===== config.mk =====
export PLATFORM = sky130hd
export DESIGN_NAME = alu_issue_stage
export DESIGN_NICKNAME = d
export VERILOG_FILES = /design/src/rtl/alu_issue_stage.sv
export SDC_FILE = /design/constraint.sdc
export NUM_CORES = 1
export LEC_CHECK = 0
export CAP_MARGIN = 10
export CORE_MARGIN = 3
export CORE_UTILIZATION = 35
export CTS_CLUSTER_SIZE = 24
export DETAILED_ROUTE_END_ITERATION = 6
export GPL_TIMING_DRIVEN = 0
export SYNTH_ARGS = -nofsm -noshare
export SYNTH_HDL_FRONTEND = slang
export SYNTH_SLANG_ARGS = --single-unit

===== constraint.sdc =====
create_clock -name Clk -period 2.2 [get_ports Clk]
set_input_delay 0.33 -clock Clk [delete_from_list [all_inputs] [get_ports Clk]]
set_output_delay 0.33 -clock Clk [all_outputs]
set_load 0.03 [all_outputs]

===== src/rtl/alu_issue_stage.sv =====
// alu_issue_stage: decodes 9-bit instruction words from fetch, buffers the
// decoded entries in a small FIFO and presents them to the ALU.
//
// Handshakes: a transfer happens on a rising edge where valid and ready are
// both 1. in_ready depends only on the registered fill level and Reset, so
// there is no combinational path from out_ready to in_ready. out_valid
// depends only on the fill level; the head fields stay stable while
// out_valid is 1 and out_ready is 0.

package alu_issue_stage_pkg;
   typedef enum logic [2:0] {
      ADD  = 3'd0,
      LSH  = 3'd1,
      RSH  = 3'd2,
      XOR  = 3'd3,
      AND  = 3'd4,
      SUB  = 3'd5,
      CLR  = 3'd6,
      XORA = 3'd7
   } op_mne;
endpackage

module alu_issue_stage
   import alu_issue_stage_pkg::*;
#(
   parameter int DEPTH = 2,
   parameter int CNT_W = 16
) (
   input  logic             Clk,
   input  logic             Reset,
   input  logic             in_valid,
   input  logic [8:0]       in_inst,
   output logic             in_ready,
   input  logic             flush,
   output logic             out_valid,
   output op_mne            out_op,
   output logic [2:0]       out_ra,
   output logic [2:0]       out_rb,
   output logic [2:0]       out_imm,
   output logic             out_use_imm,
   output logic             out_uses_rb,
   input  logic             out_ready,
   output logic [CNT_W-1:0] issue_count
);

   localparam int PW = $clog2(DEPTH);

   typedef struct packed {
      op_mne      op;
      logic [2:0] ra;
      logic [2:0] rb;
      logic [2:0] imm;
      logic       use_imm;
      logic       uses_rb;
   } entry_t;

   entry_t           mem_q [DEPTH];
   entry_t           last_q, last_d;
   entry_t           dec;
   entry_t           head;
   logic [PW-1:0]    wr_ptr_q, wr_ptr_d;
   logic [PW-1:0]    rd_ptr_q, rd_ptr_d;
   logic [PW:0]      count_q, count_d;
   logic [CNT_W-1:0] issue_q, issue_d;
   logic             push, pop;

   // Decode the incoming word before it is stored; entries are kept decoded.
   always_comb begin
      dec.op      = op_mne'(in_inst[8:6]);
      dec.ra      = in_inst[5:3];
      dec.imm     = in_inst[2:0];
      dec.use_imm = (dec.op == LSH) || (dec.op == RSH);
      dec.uses_rb = !((dec.op == LSH) || (dec.op == RSH) || (dec.op == CLR));
      dec.rb      = dec.uses_rb ? in_inst[2:0] : 3'd0;
   end

   assign in_ready  = !Reset && (count_q < (PW+1)'(DEPTH));
   assign out_valid = (count_q != '0);
   assign push      = in_valid && in_ready && !flush;
   assign pop       = out_valid && out_ready && !Reset && !flush;

   // Head view: live head entry, or the last popped entry once empty.
   assign head        = out_valid ? mem_q[rd_ptr_q] : last_q;
   assign out_op      = head.op;
   assign out_ra      = head.ra;
   assign out_rb      = head.rb;
   assign out_imm     = head.imm;
   assign out_use_imm = head.use_imm;
   assign out_uses_rb = head.uses_rb;
   assign issue_count = issue_q;

   // Next-state for pointers, fill level, issue counter and hold register.
   always_comb begin
      wr_ptr_d = wr_ptr_q;
      rd_ptr_d = rd_ptr_q;
      count_d  = count_q;
      issue_d  = issue_q;
      last_d   = last_q;
      if (flush) begin
         wr_ptr_d = '0;
         rd_ptr_d = '0;
         count_d  = '0;
      end else begin
         if (push) begin
            wr_ptr_d = wr_ptr_q + 1'b1;
         end
         if (pop) begin
            rd_ptr_d = rd_ptr_q + 1'b1;
            issue_d  = issue_q + 1'b1;
            last_d   = mem_q[rd_ptr_q];
         end
         case ({push, pop})
            2'b10:   count_d = count_q + 1'b1;
            2'b01:   count_d = count_q - 1'b1;
            default: count_d = count_q;
         endcase
      end
   end

   // Control state register with synchronous reset.
   always_ff @(posedge Clk) begin
      if (Reset) begin
         wr_ptr_q <= '0;
         rd_ptr_q <= '0;
         count_q  <= '0;
         issue_q  <= '0;
         last_q   <= '0;
      end else begin
         wr_ptr_q <= wr_ptr_d;
         rd_ptr_q <= rd_ptr_d;
         count_q  <= count_d;
         issue_q  <= issue_d;
         last_q   <= last_d;
      end
   end

   // Entry storage; written only on an accepted push, never reset.
   always_ff @(posedge Clk) begin
      if (push) begin
         mem_q[wr_ptr_q] <= dec;
      end
   end

endmodule


==> impl_results.md, run 1 <==
- Share of cells above drive strength 1: 17.5%
- Nets: 308
- Tot Pwr: 2.36 mW
- Largest net degree at the start of global routing: 19
- Critical Path AT: 1.78 ns
- Initial antenna violation count: 0
- Maximum VDD drop: 0.348 mV
- Post-synth EDFFs: 28
- Antenna Cells: 0
- All-Layer GR Usage: 14.0%
- Worst skew pair latency: 0.33 ns
- Core area: 0.00702 mm2
- Post-route DRC: 0
- Slew HR: 51.1%
- Min cycle time layout: 2.11 ns
- Layout fillers: 685
- Yosys reg bits: 63
- Critical path class: flop to output port
- TritonCTS sink count: 63
- Kind of end point of the critical path: output port
- Root Buffer: clkbuf_8
- Gr ovfl total: 0
- Via-to-Cell Ratio: 4.86
- Fmax: 0.474 GHz
- Placed cell count: 379
- Most common cell in the netlist: nor2_1
- Post-Syn Area per Cell: 11.0 um2
- Starting DRT DRC Count: 90
- Worst Reg-to-Reg Cells: 7
- Multi-input gate area: 0.00101 mm2
- Post-DP Area: 0.00319 mm2
- Worst hold path startpoint: Reset
- Row cnt: 30
- Die Width: 92.4 um
- Endpoints failing setup: 0
- Hold_buf cts: 0
- Final design area excluding fillers: 0.00337 mm2
- First-pass GRT wire length: 9200 um
- Port buffer count: 44
- Post-synthesis sequential area ratio: 59.1%
- Clk buf depth: 2
- WL/cell: 14.3 um
- Top post-synthesis cells by area: edfxtp_1, dfxtp_1, nor2_1, mux2i_1, a211oi_1
- Post-Route Skew: 0.00558 ns
- CP Launch Type: flop
- LEAKAGE: 1.16 nW
- RSZ-0062 raised after global routing: yes
- CTS Buf Count: 9
- Hold WC Path Type: primary input to flop
- Via count: 1911
- Cell depth of the worst hold path: 2
- Post-synth cell types: 35
- Top-area cell type share of the netlist area: 32.2%
- Die Y: 92.4 um
- CP required: 1.87 ns
- Routed Antenna Nets: 0
- Pins Over Slew Limit: 0
- Clock transition at path regs: 0.07 ns
- Most frequent cells after synthesis: nor2_1, dfxtp_1, edfxtp_1, a21oi_1, mux2i_1
- CTS tree: yes
- DP HPWL: 3930 um
- Final hold viol count: 0
- Yosys warning count: 0
- Vias in the first global route: 1858
- Final WL: 5630 um
- Status: finished, final reports clean
- Fraction of registers with async set/reset: 0%
- Register area: 0.00154 mm2
- Max-Cap Viols: 0
- Cell taking the most area after synthesis: edfxtp_1
- TritonRoute pass-1 iters: 4
- Area grow syn2layout: 29.1%
- Final Cycle Share: 95.8%
- Cell count after synthesis: 237
- Die ar.: 0.00853 mm2
- Post-Syn Nets: 253
- Ports: 46
- Critical-path maximum fanout: 10
- PwrDens: 701 mW/mm2
- GP Congestion: 0.771
- H-tree levels: 3
- CP startpoint: count_q[1]
- Initial Util: 37.2%
- Post-Route Utilization: 48.0%
- Worst slew pin tran: 0.730 ns
- Layout Cells excl Fill: 393
- Primary FF master, synth: dfxtp_1
- Area of the mapped netlist: 0.00261 mm2
- RR Startpoint: count_q[1]
- Post-CTS Setup Bufs: 0
- Final setup TNS: 0 ns
[critical path: stages (launching register included)]
cell and delay (ns):
dfxtp_1 0.36, or2_2 0.32, clkbuf_4 0.20, clkbuf_8 0.19, a21oi_1 0.15, buf_2 0.22
[worst paths after layout]
path                                    to  slack, ns
worst max register to register  count_q[1]       0.16
worst max-delay path             out_rb[0]       0.09
worst min-delay path             last_q[1]       0.27
worst min register to register   last_q[0]       0.50
[layer usage]
metal  vias to the layer above  wire (um)  track usage, %
met4                         0         68            6.06
met5                         -          0               0
met1                       902       2570            18.3
met2                        48       2680            22.0
li1                        955          -               -
met3                         6        314            3.57
[cell usage in the layout (no fill, tap or decap), drive strengths merged, types with 2 or more instances in the layout]
master | netlist | layout
ha | 2 | 2
clkdlybuf4s15 | 0 | 2
dfxtp | 35 | 35
nand3 | 4 | 4
o21ai | 4 | 4
a21oi | 20 | 20
xor2 | 5 | 5
clkdlybuf4s50 | 0 | 29
nor3 | 2 | 2
nand2 | 4 | 4
buf | 7 | 18
or3 | 4 | 4
clkbuf | 6 | 16
nand4 | 5 | 5
or2 | 2 | 2
and3 | 3 | 3
o21a | 2 | 2
inv | 2 | 3
edfxtp | 28 | 28
nand2b | 3 | 3
clkinvlp | 0 | 4
nor2 | 48 | 48
mux2i | 16 | 16
and2 | 4 | 4
a211oi | 14 | 14
xnor2 | 8 | 8
[power breakdown]
part	switching (mW)	total [mW]	internal, mW
Sequential	0.00422	1.24	1.23
Clock	0.467	0.989	0.522
Combinational	0.0797	0.134	0.0539
[state kept, by name, summed over array words and instances (netlist names), named ones only]
signal	cells
count_q	2
issue_count	16
last_q	14
mem_q	28
rd_ptr_q	1
wr_ptr_q	1
[metrics by stage]
stage	hold WS, ns	setup slack, ns
6_report	0.266	0.0914
3_5_place_dp	0.494	-0.418
5_1_grt	0.269	-0.00298
4_1_cts	0.258	0.000757
2_1_floorplan	0.429	0.157
3_3_place_gp	0.462	-0.449
[area by class of cell]
class / count / share of cell area, %
Multi-Input combinational cell: 159 / 30.0
Clock buffer: 9 / 3.68
Buffer: 11 / 2.19
Timing Repair Buffer: 46 / 12.4
Inverter: 2 / 0.223
Tap cell: 96 / 3.57
Clock inverter: 7 / 2.15
Sequential cell: 63 / 45.8
[logic make-up after synthesis]
kind of cell	share of synthesized area, %
muxes	6.57
adders and majority gates	0.959
buffers and inverters	2.68
AOI/OAI and AO/OA	9.88
and+or+nand+nor	16.5
DFF	59.1
xor gates and xnor gates	4.36
[timing repair]
action,4_1_cts,5_1_grt
endpoints found under the setup margin,16,9
hold endpoints to repair,0,0
resized for setup,66,16
(Power assumes the default switching activity.)
==> inputs of run 2 (changes only) <==
==> constraint.sdc (replaced) <==
create_clock -name Clk -period 1.75 [get_ports Clk]
set_input_delay 0.2625 -clock Clk [delete_from_list [all_inputs] [get_ports Clk]]
set_output_delay 0.2625 -clock Clk [all_outputs]
set_load 0.03 [all_outputs]
==> impl_results.md, run 2 (same netlist as run 1, synthesis figures left out) <==
- RR Startpoint: count_q[0]
- Final WL: 5940 um (+5.4%)
- RSZ-0062 raised after global routing: yes
- Die Width: 92.4 um (unchanged)
- Area grow syn2layout: 45.0%
- Leading cell types in the layout, fill and taps excluded: nor2_1, dfxtp_1, edfxtp_1
- Worst Reg-to-Reg Cells: 7 (unchanged)
- Row cnt: 30 (unchanged)
- Via count: 1941 (+1.6%)
- Worst slew pin tran: 0.564 ns (-0.166 ns)
- Crit-path max cell delay: 0.35 ns (about the same)
- Cells along the critical path: or2_4 > buf_8 > clkbuf_16 > a21oi_4 > buf_6
- Initial antenna violation count: 0 (unchanged)
- Worst Hold Endpoint: issue_count[13]
- CTS Buf Count: 9 (unchanged)
- WP buf/inv: 3 (unchanged)
- Combinational share of power: 7.4% (+1.7 points)
- R2R Setup Slk: 0.05 ns (-0.11 ns)
- Final setup TNS: -0.358 ns (-0.358 ns)
- Clock power frac: 40.2% (-1.7 points)
- Die ar.: 0.00853 mm2 (unchanged)
- Port buffer count: 44 (unchanged)
- Final Worst Setup Slack: -0.0784 ns (-0.170 ns)
- Core area: 0.00702 mm2 (unchanged)
- Clock transition at path regs: 0.07 ns (about the same)
- Pre-CTS setup slack: -0.691 ns (-0.273 ns)
- CP required: 1.49 ns (-0.38 ns)
- Max reg flops: 28 (unchanged)
- Placed cell count: 379 (unchanged)
- CP Launch Type: flop
- H-tree levels: 3 (unchanged)
- Endpoints failing setup: 11 (+11)
- Final Cycle Share: 104%
- TritonCTS sink count: 63 (unchanged)
- Largest net degree at the start of global routing: 14 (-5)
- Vias in the first global route: 1916 (+3.1%)
- Root Buffer: clkbuf_8
- Antenna Cells: 0 (unchanged)
- LEAKAGE: 1.40 nW (+20%)
- Max-Cap Viols: 0 (unchanged)
- Switching part of the total: 22.9% (-0.44 points)
- Worst skew pair latency: 0.34 ns (about the same)
- Gr ovfl total: 0 (unchanged)
- Clk buf depth: 2 (unchanged)
- Delay-heaviest family, CP: buffers and inverters
- Slew HR: 62.4% (+11 points)
- Status: finished with violations
- PwrDens: 784 mW/mm2 (+12%)
- Critical-path maximum fanout: 6 (-4)
- Hold_buf cts: 0 (unchanged)
- Hold WC Path Type: primary input to flop
- Cell depth of the worst hold path: 3 (+1)
- Share of cells above drive strength 1: 31.4% (+14 points)
- Starting DRT DRC Count: 74 (-18%)
- Worst hold path startpoint: Reset
- DP HPWL: 3920 um (-0.35%)
- Critical path class: flop to output port
- WL/cell: 14.9 um (+3.8%)
- All-Layer GR Usage: 14.6% (+0.60 points)
- RR Endpoint: count_q[1]
- Initial Util: 37.2% (unchanged)
- Post-Route Skew: 0.00828 ns (+0.00270 ns)
- Pins Over Slew Limit: 0 (unchanged)
- Fmax: 0.547 GHz
- Nets: 314 (+1.9%)
- Seq pwr share: 52.4% (about the same)
- Routed Antenna Nets: 0 (unchanged)
- Maximum VDD drop: 0.579 mV (+66%)
- Via-to-Cell Ratio: 4.86 (about the same)
- CTS tree: yes
- First-pass GRT wire length: 9630 um (+4.7%)
- Fin Hold WS: 0.247 ns (-0.0193 ns)
- Kind of end point of the critical path: output port
- GP Congestion: 0.743 (-3.6%)
- Commonest non-fill, non-tap cell in the layout: nor2_1
- Post-route DRC: 0 (unchanged)
- TritonRoute pass-1 iters: 4 (unchanged)
- Max stage delay cell, worst path: dfxtp_4
- Int Pwr: 2.29 mW (+26%)
- Violated checks: setup timing
- Min cycle time layout: 1.83 ns
- Layout Cells excl Fill: 399 (+1.5%)
- Final hold viol count: 0 (unchanged)
- Final design area excluding fillers: 0.00378 mm2 (+12%)
- Top reg by flops: mem_q
- P_sw: 0.679 mW (+23%)
- Post-DP Area: 0.00325 mm2 (+1.7%)
- Die Y: 92.4 um (unchanged)
- Ports: 46 (unchanged)
- Critical Path AT: 1.57 ns (-0.21 ns)
-- run 2: cell types whose count changed in the layout (fill, tap and decap cells not counted), moves of 6 or more --
cell	change
clkdlybuf4s50_1	-10
buf_6	+15
nor2_1	-12
dlymetal6s2s_1	+6
a21oi_4	+12
mux2i_2	+7
a21oi_1	-12
mux2i_1	-8
nor2_2	+7
-- run 2: metal layers --
| layer | vias up | routed length [um] | GRT usage, % |
|---|---|---|---|
| met5 | - | 0 | 0 |
| met4 | 0 | 74 | 5.45 |
| met3 | 8 | 302 | 4.79 |
| met2 | 42 | 2790 | 23.3 |
| met1 | 925 | 2760 | 18.4 |
| li1 | 966 | - | - |
-- run 2: worst max path at each step --
stage,from,end,slack [ns],depth (start not counted)
6_report,count_q[0],out_rb[0],-0.08,5
5_1_grt,count_q[0],out_rb[0],-0.14,5
4_1_cts,count_q[1],out_rb[1],-0.1,5
3_5_place_dp,flush,mem_q[1][6],-0.69,5
3_3_place_gp,flush,mem_q[1][6],-0.97,4
2_1_floorplan,count_q[1],out_imm[2],-0.04,4
-- run 2: power by group through the flow --
stage          Clock, mW  Combinational [mW]  Sequential, mW
2_1_floorplan          0              0.0965            1.59
3_3_place_gp           0               0.176            1.59
3_5_place_dp           0               0.181            1.59
4_1_cts             1.23               0.208            1.56
5_1_grt             1.29               0.236            1.55
6_report            1.19               0.220            1.55
-- run 2: cell type report --
| type | count | area (um2) |
|---|---|---|
| sequential | 63 | 1550 |
| timing repair buffer | 52 | 538 |
| clock inverter | 7 | 63.8 |
| multi-input combinational | 159 | 1260 |
| tap | 96 | 120 |
| inverter | 2 | 7.51 |
| fill | 615 | 3240 |
| clock buffer | 9 | 124 |
| buffer | 11 | 115 |
-- run 2: worst reg2reg max path: cells and delay by family (launching register included) --
kind	cells	cell delay [ns]
XOR/XNOR	1	0.12
buffers and inverters	1	0.15
flip-flops	1	0.35
AND/OR/NAND/NOR	2	0.50
AO/OA/AOI/OAI	2	0.35
adder cells (fa/ha/maj)	1	0.16
-- run 2: per-stage QoR --
stage | utilization [%] | power [mW]
final | 53.9 | 2.97
after global placement | 46.0 | 1.77
after CTS | 51.7 | 3.00
after global routing | 53.9 | 3.08
after floorplan | - | 1.69
after detailed placement | 46.3 | 1.77
-- run 2: repair_timing --
item / CTS / global route
pin swaps: 0 / 7
endpoints found under the setup margin: 44 / 42
cloned: 2 / 0
gates resized for setup: 149 / 35
setup buffers: 0 / 4
==> inputs of run 3 (changes only) <==
--- a/config.mk
+++ b/config.mk
@@ -5,6 +5,7 @@
 export SDC_FILE = /design/constraint.sdc
 export NUM_CORES = 1
 export LEC_CHECK = 0
+export ABC_AREA = 1
 export CAP_MARGIN = 10
 export CORE_MARGIN = 3
 export CORE_UTILIZATION = 35
==> impl_results.md, run 3 <==
- Status: finished, final reports clean
- Top reg by flops: mem_q
- Nets: 422 (+34%)
- Post-synth cell types: 24 (-31%)
- WL/cell: 12.0 um (-19%)
- Largest net degree at the start of global routing: 15 (+1)
- Switching part of the total: 20.3% (-2.6 points)
- Critical path class: flop to output port
- Max-Cap Viols: 0 (unchanged)
- Post-route DRC: 0 (unchanged)
- Area grow syn2layout: 38.1%
- Die ar.: 0.00912 mm2 (+6.9%)
- Yosys warning count: 0 (unchanged)
- Worst skew pair latency: 0.34 ns (about the same)
- Seq pwr share: 45.9% (-6.5 points)
- GRT met3 Usage: 3.63% (-1.2 points)
- LEAKAGE: 1.67 nW (+20%)
- Via count: 2359 (+22%)
- H-tree levels: 3 (unchanged)
- Critical Path AT: 1.46 ns (-0.11 ns)
- Combinational share of power: 5.2% (-2.2 points)
- Kind of end point of the critical path: output port
- Fmax: 0.581 GHz (+6.2%)
- Root Buffer: clkbuf_8
- Tot Pwr: 3.39 mW (+14%)
- Antenna Cells: 0 (unchanged)
- PwrDens: 876 mW/mm2 (+12%)
- Top post-synthesis cells by area: edfxtp_1, dfxtp_1, nand2_1, o21ai_0, inv_1
- Initial Util: 36.1% (-1.1 points)
- Most frequent cells after synthesis: nand2_1, inv_1, o21ai_0, nor2_1, dfxtp_1
- Core area: 0.00777 mm2 (+11%)
- Cell taking the most area after synthesis: edfxtp_1
- Met1 Usage GRT: 18.6% (+0.12 points)
- Min cycle time layout: 1.72 ns (-0.107 ns)
- First-pass GRT wire length: 10000 um (+4.4%)
- Via-to-Cell Ratio: 4.60 (-5.5%)
- Port buffer count: 45 (+2.3%)
- Int Pwr: 2.70 mW (+18%)
- CTS Buf Count: 9 (unchanged)
- Worst slew pin tran: 0.504 ns (-0.0598 ns)
- Final Cycle Share: 98.4% (-6.1 points)
- Most crowded layer after global routing: met2
- Post-Syn Area per Cell: 8.19 um2 (-26%)
- Area of the mapped netlist: 0.00280 mm2 (+7.4%)
- All-Layer GR Usage: 14.5% (-0.12 points)
- Vias in the first global route: 2124 (+11%)
- Post-synthesis sequential area ratio: 55.0% (-4.1 points)
- Final hold viol count: 0 (unchanged)
- Final setup TNS: 0 ns (+0.358 ns)
- DP HPWL: 4260 um (+8.8%)
- Post-Syn Nets: 358 (+42%)
- Row cnt: 32 (+6.7%)
- Clock transition at path regs: 0.06 ns (about the same)
- Fraction of registers with async set/reset: 0% (unchanged)
- CP Launch Type: flop
- Gr ovfl total: 0 (unchanged)
- Post-Route Skew: 0.00853 ns (+0.000251 ns)
- Commonest non-fill, non-tap cell in the layout: nand2_1
- Pins Over Slew Limit: 0 (unchanged)
- Most common cell in the netlist: nand2_1
- Max reg flops: 28 (unchanged)
- TritonRoute pass-1 iters: 4 (unchanged)
- Post-synth EDFFs: 28 (unchanged)
- P_sw: 0.687 mW (+1.2%)
- Slew HR: 66.0% (+3.7 points)
- Yosys reg bits: 63 (unchanged)
- Clk buf depth: 2 (unchanged)
- Critical-path maximum fanout: 10 (+4)
- Final WL: 6150 um (+3.6%)
- Cell count after synthesis: 342 (+44%)
- Clock power frac: 48.9% (+8.7 points)
- Routed Antenna Nets: 0 (unchanged)
- RSZ-0062 raised after global routing: yes
- Die Width: 95.5 um (+3.4%)
- Ports: 46 (unchanged)
- GP Congestion: 0.841 (+13%)
- Endpoints failing setup: 0 (-11)
- Starting DRT DRC Count: 83 (+12%)
- Hold WC Path Type: primary input to flop
- Die Y: 95.5 um (+3.4%)
- Top-area cell type share of the netlist area: 30.0% (-2.2 points)
- Primary FF master, synth: dfxtp_1
- CTS tree: yes
- CP required: 1.49 ns (about the same)
- R2R Setup Slk: 0.13 ns (+0.08 ns)
- Maximum VDD drop: 0.416 mV (-28%)
- Initial antenna violation count: 0 (unchanged)
- TritonCTS sink count: 63 (unchanged)
- Global Route met2 Usage: 23.1% (-0.17 points)
- Leading cell types in the layout, fill and taps excluded: nand2_1, inv_1, nor2_1, dfxtp_1, edfxtp_1
- Share of cells above drive strength 1: 19.2% (-12 points)
-- run 3: cell type report --
| cell class | instances | area (um2) |
|---|---|---|
| timing repair buffer | 53 | 510 |
| buffer | 11 | 96.3 |
| tap | 102 | 128 |
| clock inverter | 7 | 135 |
| inverter | 60 | 225 |
| fill | 761 | 3900 |
| multi-input combinational | 208 | 1110 |
| sequential | 63 | 1540 |
| clock buffer | 9 | 124 |
-- run 3: per-stage QoR --
stage / hold WS [ns] / worst slack (ns) / utilization, % / cells / cell area, um2
after global placement: 0.434 / -0.973 / 43.5 / 489 / 3380
after CTS: 0.435 / -0.00158 / 48.4 / 510 / 3760
after global routing: 0.452 / -0.0383 / 49.8 / 513 / 3870
after detailed placement: 0.440 / -0.994 / 43.5 / 489 / 3380
after floorplan: 0.332 / -0.102 / - / 342 / 2800
final: 0.434 / 0.0283 / 49.8 / 513 / 3870
-- run 3: power groups by stage --
stage	clock (mW)	sequential, mW	combinational, mW
finish	1.66	1.56	0.178
global route	1.75	1.56	0.195
CTS	1.68	1.56	0.172
detailed placement	0	1.59	0.159
global placement	0	1.59	0.157
floorplan	0	1.59	0.0818
-- run 3: repair_timing --
item	CTS	global route
setup buffers	5	3
hold endpoints to repair	0	0
pin swaps	3	2
hold buffers	0	0
setup endpoints to repair	46	22
resized for setup	168	28
-- run 3: cell families after synthesis --
logic type	count (synthesis)	share of synthesized area, %
buffers and inverters	71	9.82
flip-flops	63	55.0
AO/OA/AOI/OAI	76	13.9
adder cells (fa/ha/maj)	2	0.893
AND/OR/NAND/NOR	130	20.4
-- run 3: layer usage --
metal | part of all wire, % | wire [um] | up-vias
met3 | 3.6 | 221 | 8
li1 | - | - | 1225
met2 | 49 | 3000 | 37
met5 | 0 | 0 | -
met4 | 1.7 | 106 | 0
met1 | 46 | 2820 | 1089
-- run 3: worst paths after layout --
kind / start / end / cells past startpoint
worst max-delay path: count_q[1] / out_ra[2] / 6
worst min-delay path: Reset / issue_count[1] / 2
worst max register to register: count_q[1] / count_q[1] / 8
worst min register to register: last_q[12] / last_q[12] / 2
-- run 3: critical path, cell delays in order, from the launching register on --
cell,delay [ns]
dfxtp_1,0.33
inv_2,0.08
nand2_2,0.08
buf_6,0.15
buf_8,0.15
o21ai_1,0.14
buf_4,0.18
